**config.mk**
```make
export PLATFORM = sky130hd
export DESIGN_NAME = led_sequencer
export DESIGN_NICKNAME = d
export VERILOG_FILES = /design/src/rtl/led_pkg.sv /design/src/rtl/led_walker_core.sv /design/src/rtl/led_sequencer.sv
export SDC_FILE = /design/constraint.sdc
export NUM_CORES = 1
export LEC_CHECK = 0
export ABC_AREA = 1
export CAP_MARGIN = 25
export CELL_PAD_IN_SITES_DETAIL_PLACEMENT = 1
export CELL_PAD_IN_SITES_GLOBAL_PLACEMENT = 1
export CORE_UTILIZATION = 42
export CTS_CLUSTER_SIZE = 25
export DETAILED_ROUTE_END_ITERATION = 10
export PLACE_DENSITY_LB_ADDON = 0.1
export SETUP_SLACK_MARGIN = 0.5
export SKIP_LAST_GASP = 1
export SYNTH_ARGS = -nofsm -noshare
export SYNTH_HDL_FRONTEND = slang
export SYNTH_SLANG_ARGS = --single-unit
```
**constraint.sdc**
```tcl
create_clock -name i_clk -period 2.3 [get_ports i_clk]
set_input_delay 0.575 -clock i_clk [delete_from_list [all_inputs] [get_ports i_clk]]
set_output_delay 0.575 -clock i_clk [all_outputs]
set_load 0.03 [all_outputs]
```
**src/rtl/led_pkg.sv**
```systemverilog
// led_pkg: shared encodings for the LED sequencer
//  MODE_* : walk modes held in CTRL[3:2]
//  REG_*  : per-channel register offsets (addr[1:0])
//  CTRL_*, STAT_* : bit positions inside CTRL and STAT
//  ch_state_t : per-channel walker state
package led_pkg;
    localparam logic [1:0] MODE_UP     = 2'd0;
    localparam logic [1:0] MODE_DOWN   = 2'd1;
    localparam logic [1:0] MODE_LOOP   = 2'd2;
    localparam logic [1:0] MODE_BOUNCE = 2'd3;
    localparam logic [1:0] REG_CTRL    = 2'd0;
    localparam logic [1:0] REG_POS     = 2'd1;
    localparam logic [1:0] REG_PERIOD  = 2'd2;
    localparam logic [1:0] REG_STAT    = 2'd3;
    localparam int CTRL_START = 0;
    localparam int CTRL_STOP  = 1;
    localparam int CTRL_MODE  = 2;
    localparam int STAT_DONE  = 0;
    typedef enum logic [1:0] {CH_IDLE, CH_RUN, CH_DONE} ch_state_t;
endpackage

```
**src/rtl/led_walker_core.sv**
```systemverilog
// led_walker_core: one channel's walker FSM, tick counter, position, direction and sticky done
//  i_clk, i_reset_n       : clock, synchronous active-low reset
//  i_start/i_stop/i_clear : one-cycle command pulses (stop has priority over start)
//  i_mode/i_pos/i_period  : configuration captured on start
//  o_busy, o_done         : walking, sticky completion flag
//  o_cur, o_leds          : current position and its one-hot LED image
module led_walker_core
    import led_pkg::*;
#(
    parameter int NUM_LEDS = 8,
    parameter int PW       = 16,
    localparam int LW      = $clog2(NUM_LEDS)
) (
    input  logic                i_clk,
    input  logic                i_reset_n,
    input  logic                i_start,
    input  logic                i_stop,
    input  logic                i_clear,
    input  logic [1:0]          i_mode,
    input  logic [LW-1:0]       i_pos,
    input  logic [PW-1:0]       i_period,
    output logic                o_busy,
    output logic                o_done,
    output logic [LW-1:0]       o_cur,
    output logic [NUM_LEDS-1:0] o_leds
);
    localparam logic [LW-1:0] LAST = LW'(NUM_LEDS - 1);

    ch_state_t     state, state_d;
    logic [PW-1:0] tick, period_q;
    logic [LW-1:0] cur, cur_step;
    logic [1:0]    mode_q;
    logic          dir, go_up, tick_hit, finish, done;

    // Period and mode are snapshotted at start so bus writes during a walk
    // only apply to the next one.
    always_comb begin
        tick_hit = tick == period_q;
        finish   = tick_hit && !mode_q[1] && (mode_q == MODE_UP ? cur == LAST : cur == '0);
        go_up    = mode_q == MODE_BOUNCE ? (dir ? cur != LAST : cur == '0) : mode_q != MODE_DOWN;
        cur_step = (mode_q == MODE_LOOP && cur == LAST) ? '0 : go_up ? cur + 1'b1 : cur - 1'b1;
    end

    always_comb begin
        state_d = i_stop            ? CH_IDLE :
                  i_start           ? CH_RUN  :
                  state == CH_DONE  ? CH_IDLE :
                  (state == CH_RUN && finish) ? CH_DONE : state;
    end

    always_ff @(posedge i_clk) begin
        if (!i_reset_n) state <= CH_IDLE;
        else            state <= state_d;
    end

    // The end LED is held for its full period; the position is only stepped
    // while staying in RUN, so it never leaves 0..NUM_LEDS-1.
    always_ff @(posedge i_clk) begin
        if (!i_reset_n) begin
            tick     <= '0;
            period_q <= '0;
            cur      <= '0;
            mode_q   <= MODE_UP;
            dir      <= 1'b1;
            done     <= 1'b0;
        end else begin
            done <= (state == CH_DONE) | (done & ~i_clear);
            if (i_start && !i_stop) begin
                tick     <= '0;
                period_q <= i_period;
                cur      <= i_pos;
                mode_q   <= i_mode;
                dir      <= i_mode != MODE_DOWN;
            end else if (state_d == CH_RUN) begin
                tick <= tick_hit ? '0 : tick + 1'b1;
                if (tick_hit) begin
                    cur <= cur_step;
                    dir <= go_up;
                end
            end
        end
    end

    always_comb begin
        o_busy = state == CH_RUN;
        o_done = done;
        o_cur  = cur;
        o_leds = state == CH_RUN ? (NUM_LEDS'(1) << cur) : '0;
    end
endmodule

```
**src/rtl/led_sequencer.sv**
```systemverilog
// led_sequencer: multi-channel LED walker behind a Wishbone-pipelined slave port
//  i_clk, i_reset_n            : clock, synchronous active-low reset
//  i_cyc/i_stb/i_we/i_addr/i_data : bus request, i_addr = {channel, reg[1:0]}
//  o_ack/o_stall/o_data        : registered ack, never stalls, read data with ack
//  o_leds                      : channel c on [c*NUM_LEDS +: NUM_LEDS]
//  o_irq                       : per-channel sticky done
module led_sequencer
    import led_pkg::*;
#(
    parameter int NUM_LEDS = 8,
    parameter int NUM_CH   = 4,
    parameter int PW       = 16,
    parameter int DW       = 32,
    localparam int AW      = $clog2(NUM_CH) + 2
) (
    input  logic                       i_clk,
    input  logic                       i_reset_n,
    input  logic                       i_cyc,
    input  logic                       i_stb,
    input  logic                       i_we,
    input  logic [AW-1:0]              i_addr,
    input  logic [DW-1:0]              i_data,
    output logic                       o_ack,
    output logic                       o_stall,
    output logic [DW-1:0]              o_data,
    output logic [NUM_CH*NUM_LEDS-1:0] o_leds,
    output logic [NUM_CH-1:0]          o_irq
);
    localparam int LW = $clog2(NUM_LEDS);
    localparam logic [LW-1:0] LAST = LW'(NUM_LEDS - 1);

    logic          accept;
    logic [AW-1:0] ch_idx;
    logic [1:0]    reg_sel;
    logic [DW-1:0] rdata;
    logic [DW-1:0] ch_rd [NUM_CH];

    assign accept  = i_cyc & i_stb;
    assign ch_idx  = i_addr >> 2;
    assign reg_sel = i_addr[1:0];
    assign o_stall = 1'b0;

    genvar c;
    generate
        for (c = 0; c < NUM_CH; c++) begin : g_ch
            logic          wr, busy, done;
            logic [LW-1:0] pos_r, cur;
            logic [PW-1:0] per_r;
            logic [1:0]    mode_r;

            // Channel indices with no channel behind them never match, so
            // such writes fall away and reads see the zero default.
            assign wr = accept && i_we && ch_idx == AW'(c);

            always_ff @(posedge i_clk) begin
                if (!i_reset_n) begin
                    mode_r <= MODE_UP;
                    pos_r  <= '0;
                    per_r  <= '0;
                end else if (wr) begin
                    if (reg_sel == REG_CTRL)   mode_r <= i_data[CTRL_MODE +: 2];
                    if (reg_sel == REG_POS)    pos_r  <= i_data >= DW'(NUM_LEDS) ? LAST : i_data[LW-1:0];
                    if (reg_sel == REG_PERIOD) per_r  <= i_data[PW-1:0];
                end
            end

            led_walker_core #(.NUM_LEDS(NUM_LEDS), .PW(PW)) u_core (
                .i_clk     (i_clk),
                .i_reset_n (i_reset_n),
                .i_start   (wr && reg_sel == REG_CTRL && i_data[CTRL_START] && !i_data[CTRL_STOP]),
                .i_stop    (wr && reg_sel == REG_CTRL && i_data[CTRL_STOP]),
                .i_clear   (wr && reg_sel == REG_STAT && i_data[STAT_DONE]),
                .i_mode    (i_data[CTRL_MODE +: 2]),
                .i_pos     (pos_r),
                .i_period  (per_r),
                .o_busy    (busy),
                .o_done    (done),
                .o_cur     (cur),
                .o_leds    (o_leds[c*NUM_LEDS +: NUM_LEDS])
            );

            assign o_irq[c] = done;
            assign ch_rd[c] = reg_sel == REG_CTRL   ? DW'({mode_r, done, busy}) :
                              reg_sel == REG_POS    ? DW'(busy ? cur : pos_r)   :
                              reg_sel == REG_PERIOD ? DW'(per_r)                : DW'(done);
        end
    endgenerate

    always_comb begin
        rdata = '0;
        for (int i = 0; i < NUM_CH; i++) rdata = ch_idx == AW'(i) ? ch_rd[i] : rdata;
    end

    always_ff @(posedge i_clk) begin
        if (!i_reset_n) begin
            o_ack  <= 1'b0;
            o_data <= '0;
        end else begin
            o_ack  <= accept;
            o_data <= (accept && !i_we) ? rdata : '0;
        end
    end
endmodule
```
==> summary.txt <==
Switch share: 0.245
Outcome: completed
Cell Count, Final, Fillers Out: 2835
Port-buffer cells: 93
CTS Hold Bufs: 0
Combinational share of power: 0.064
Slew @ Worst Pin: 0.605 ns
Average routed wire per standard cell: 24.3 um
Worst reg2reg path endpoint: g_ch[3].u_core.o_cur[2]$_SDFFE_PN0P_
Nets: 2418
Vias: 16500
R2R depth: 15
DRC viols: 0
Worst Hold End: o_ack$_SDFF_PN0_
WP data required: 2.76 ns
Min Clock Period, post-route: 2.21 ns
Floorplan core area: 0.0326 mm^2
Most common cell in the netlist: nand2_1
Synth area leaders: dfxtp_1, nand2_1, a21oi_1
Number of nets still failing antenna checks after routing: 0
Crit path kind: flop to flop
CTS sink cnt: 265
Yosys cell types: 48
Area leader, netlist: dfxtp_1
Area of the multi-input gates: 0.00909 mm^2
Die span in x: 184 um
Synthesized flop and latch total: 265
Most frequent cells after synthesis: nand2_1, dfxtp_1, nor2_1
Syn_area_per_cell: 6.84 um^2
Final-report setup violation count: 0
Worst Slack Setup Final: 0.0860 ns
Top_reg_cell synth: dfxtp_1
Total Routing Usage GR: 0.328
Worst VDD drop: 582 uV
Register share of total power: 0.423
Fillers: 3861
Ys async rst share: 0
Share of post-route cells with drive strength above 1: 0.353
Cts bufs inserted: 31
CTS HTree Levels: 1
Slew headroom: 0.597
Largest net degree at the start of global routing: 57
Fin crit share: 0.963
Vias per cell: 5.84
Crit Reg-Reg Startpoint: g_ch[3].u_core.o_cur[0]$_SDFFE_PN0P_
Final Util: 0.636
Global-route wire length before repair: 88.0 mm
Initial Util: 0.428
Worst skew pair latency: 0.57 ns
Die height: 184 um
Max cap viols: 0
Drt pass-1 iters: 4
Ports: 111
Yosys top cell area share: 0.380
Area delta synth->final: 48.6%
WL final: 69.0 mm
Crit end category: flop
CP Max Fanout: 5
RSZ-0062 raised after global routing: true
Number of global-route vias before repair: 16100
CTS root buffer: clkbuf_16
Syn. warnings: 0
Detailed placer's ending HPWL: 36.9 mm
Power Density: 523 mW/mm^2
Clk slew on worst S/H paths: 0.07 ns
Hold crit path type: input pin to flop
Placed insts: 2646
P_int: 8.19 mW
Setup WS pre-CTS: -0.346 ns
TritonCTS clock tree: built
Die area: 0.0340 mm^2
Total gr overflow: 0
Tot Pwr: 10.9 mW
Cells after synthesis: 2041
Setup TNS: 0 ns
Hold Vio Cnt, Final: 0
Switching power: 2.66 mW
Syn Std Cell Area: 0.0140 mm^2
Critical path data arrival time: 2.67 ns
# rows: 66
FF+latch area: 0.00543 mm^2
Max Transition Viols Final: 0
Reg-to-reg slack, setup: 0.09 ns
Maximum clock frequency: 0.452 GHz
Drt first-iter violations: 1216
Number of flops mapped to enable cells by yosys: 0
Antenna violations before repair: 1
RePlAce Congestion: 0.889
Clk_skew: 0.0108 ns
Hold Crit Start: i_reset_n
CTS Buffer Depth: 3
WHS Path Cells: 3
Clock Power Share: 0.512
Sequential area share after synthesis: 0.380
Critical path launch point type: flop
Pleak: 8.53 nW
-- sequential cells by signal, summed over array words and instances, names as in the netlist --
register / flops
g_ch.pos_r: 12
g_ch.u_core.mode_q: 8
g_ch.u_core.period_q: 64
o_data: 16
o_ack: 1
g_ch.u_core.dir: 4
g_ch.u_core.o_done: 4
g_ch.u_core.state: 8
g_ch.u_core.tick: 64
g_ch.per_r: 64
g_ch.mode_r: 8
g_ch.u_core.o_cur: 12
-- layer usage --
layer,track usage,vias up,share of wire
met3,0.0371,315,0.055
met4,0.143,0,0.067
li1,-,7289,-
met1,0.385,8194,0.37
met5,0,-,0
met2,0.597,745,0.51
-- power groups by stage --
stage	Sequential (mW)	Combinational (mW)	Clock, mW
2_1_floorplan	4.71	0.288	0
3_3_place_gp	4.72	0.572	0
3_5_place_dp	4.72	0.582	0
4_1_cts	4.60	0.613	5.52
5_1_grt	4.59	0.721	5.73
6_report	4.59	0.700	5.56
-- cell families (layout without fill, tap and decap cells) --
group | Yosys count | count (layout) | share of synthesized area
AND/OR/NAND/NOR | 966 | 970 | 0.306
AO/OA/AOI/OAI | 411 | 411 | 0.159
buffers and inverters | 310 | 641 | 0.0950
flip-flops | 265 | 265 | 0.380
XOR/XNOR | 80 | 80 | 0.0502
adder cells (fa/ha/maj) | 8 | 8 | 0.00932
other | 1 | 18 | 0.000269
-- worst max-delay path by stage --
| stage | startpoint | to | slack [ns] |
|---|---|---|---|
| 2_1_floorplan | i_addr[1] | g_ch[0].u_core.tick[6]$_SDFFE_PP0N_ | 0.36 |
| 3_3_place_gp | i_addr[1] | o_data[0]$_SDFF_PN0_ | -0.30 |
| 3_5_place_dp | i_cyc | g_ch[3].u_core.tick[7]$_SDFFE_PP0N_ | -0.35 |
| 4_1_cts | g_ch[1].u_core.state[0]$_SDFF_PN0_ | o_leds[11] | 0.17 |
| 5_1_grt | g_ch[3].u_core.o_cur[0]$_SDFFE_PN0P_ | g_ch[3].u_core.o_cur[2]$_SDFFE_PN0P_ | 0.04 |
| 6_report | g_ch[3].u_core.o_cur[0]$_SDFFE_PN0P_ | g_ch[3].u_core.o_cur[2]$_SDFFE_PN0P_ | 0.09 |
-- worst max-delay path: stages (launching register included) --
cell and delay [ns]:
dfxtp_4 0.39, buf_6 0.13, inv_8 0.04, nand3_4 0.08, nand2_2 0.07, nand3_2 0.12, nand2_2 0.09, fa_2 0.38
xor2_2 0.17, inv_1 0.09, nand2_1 0.09, nand2_1 0.08, a21oi_2 0.14, nand4_1 0.10, nand2_1 0.08, nor2_1 0.07
-- per-stage QoR --
stage	cell area (um^2)	hold slack [ns]
final	20700	0.455
after global routing	20700	0.456
after CTS	19000	0.412
after detailed placement	16400	0.461
after global placement	16400	0.444
after floorplan	14200	0.429
-- what timing repair did --
action,4_1_cts,5_1_grt
hold endpoints to repair,0,0
setup buffers,85,37
gates resized for setup,503,347
pin swaps,74,129
gates cloned,3,7
endpoints found under the setup margin,266,151
-- final cells by class --
cell class              instances  share of cell area
flip-flops and latches        265               0.262
well taps                     442              0.0267
multi-input cells            1486               0.438
repair inverters                1            0.000543
repair buffers                376               0.175
clock buffers                  37              0.0404
clock inverters                19              0.0137
diodes                          1            0.000121
inverters                     208              0.0437
-- cell usage in the layout (no fill, tap or decap), drive strengths merged, types with 17 or more instances in the layout --
| master | instances |
|---|---|
| nand2 | 468 |
| buf | 317 |
| nor2 | 276 |
| dfxtp | 265 |
| a21oi | 214 |
| inv | 205 |
| nand3 | 150 |
| o21ai | 141 |
| xor2 | 77 |
| clkbuf | 43 |
| nor3 | 39 |
| nand4 | 20 |
| clkdlybuf4s15 | 18 |
| conb | 17 |
Note: power is estimated with default switching activity, not from simulation.
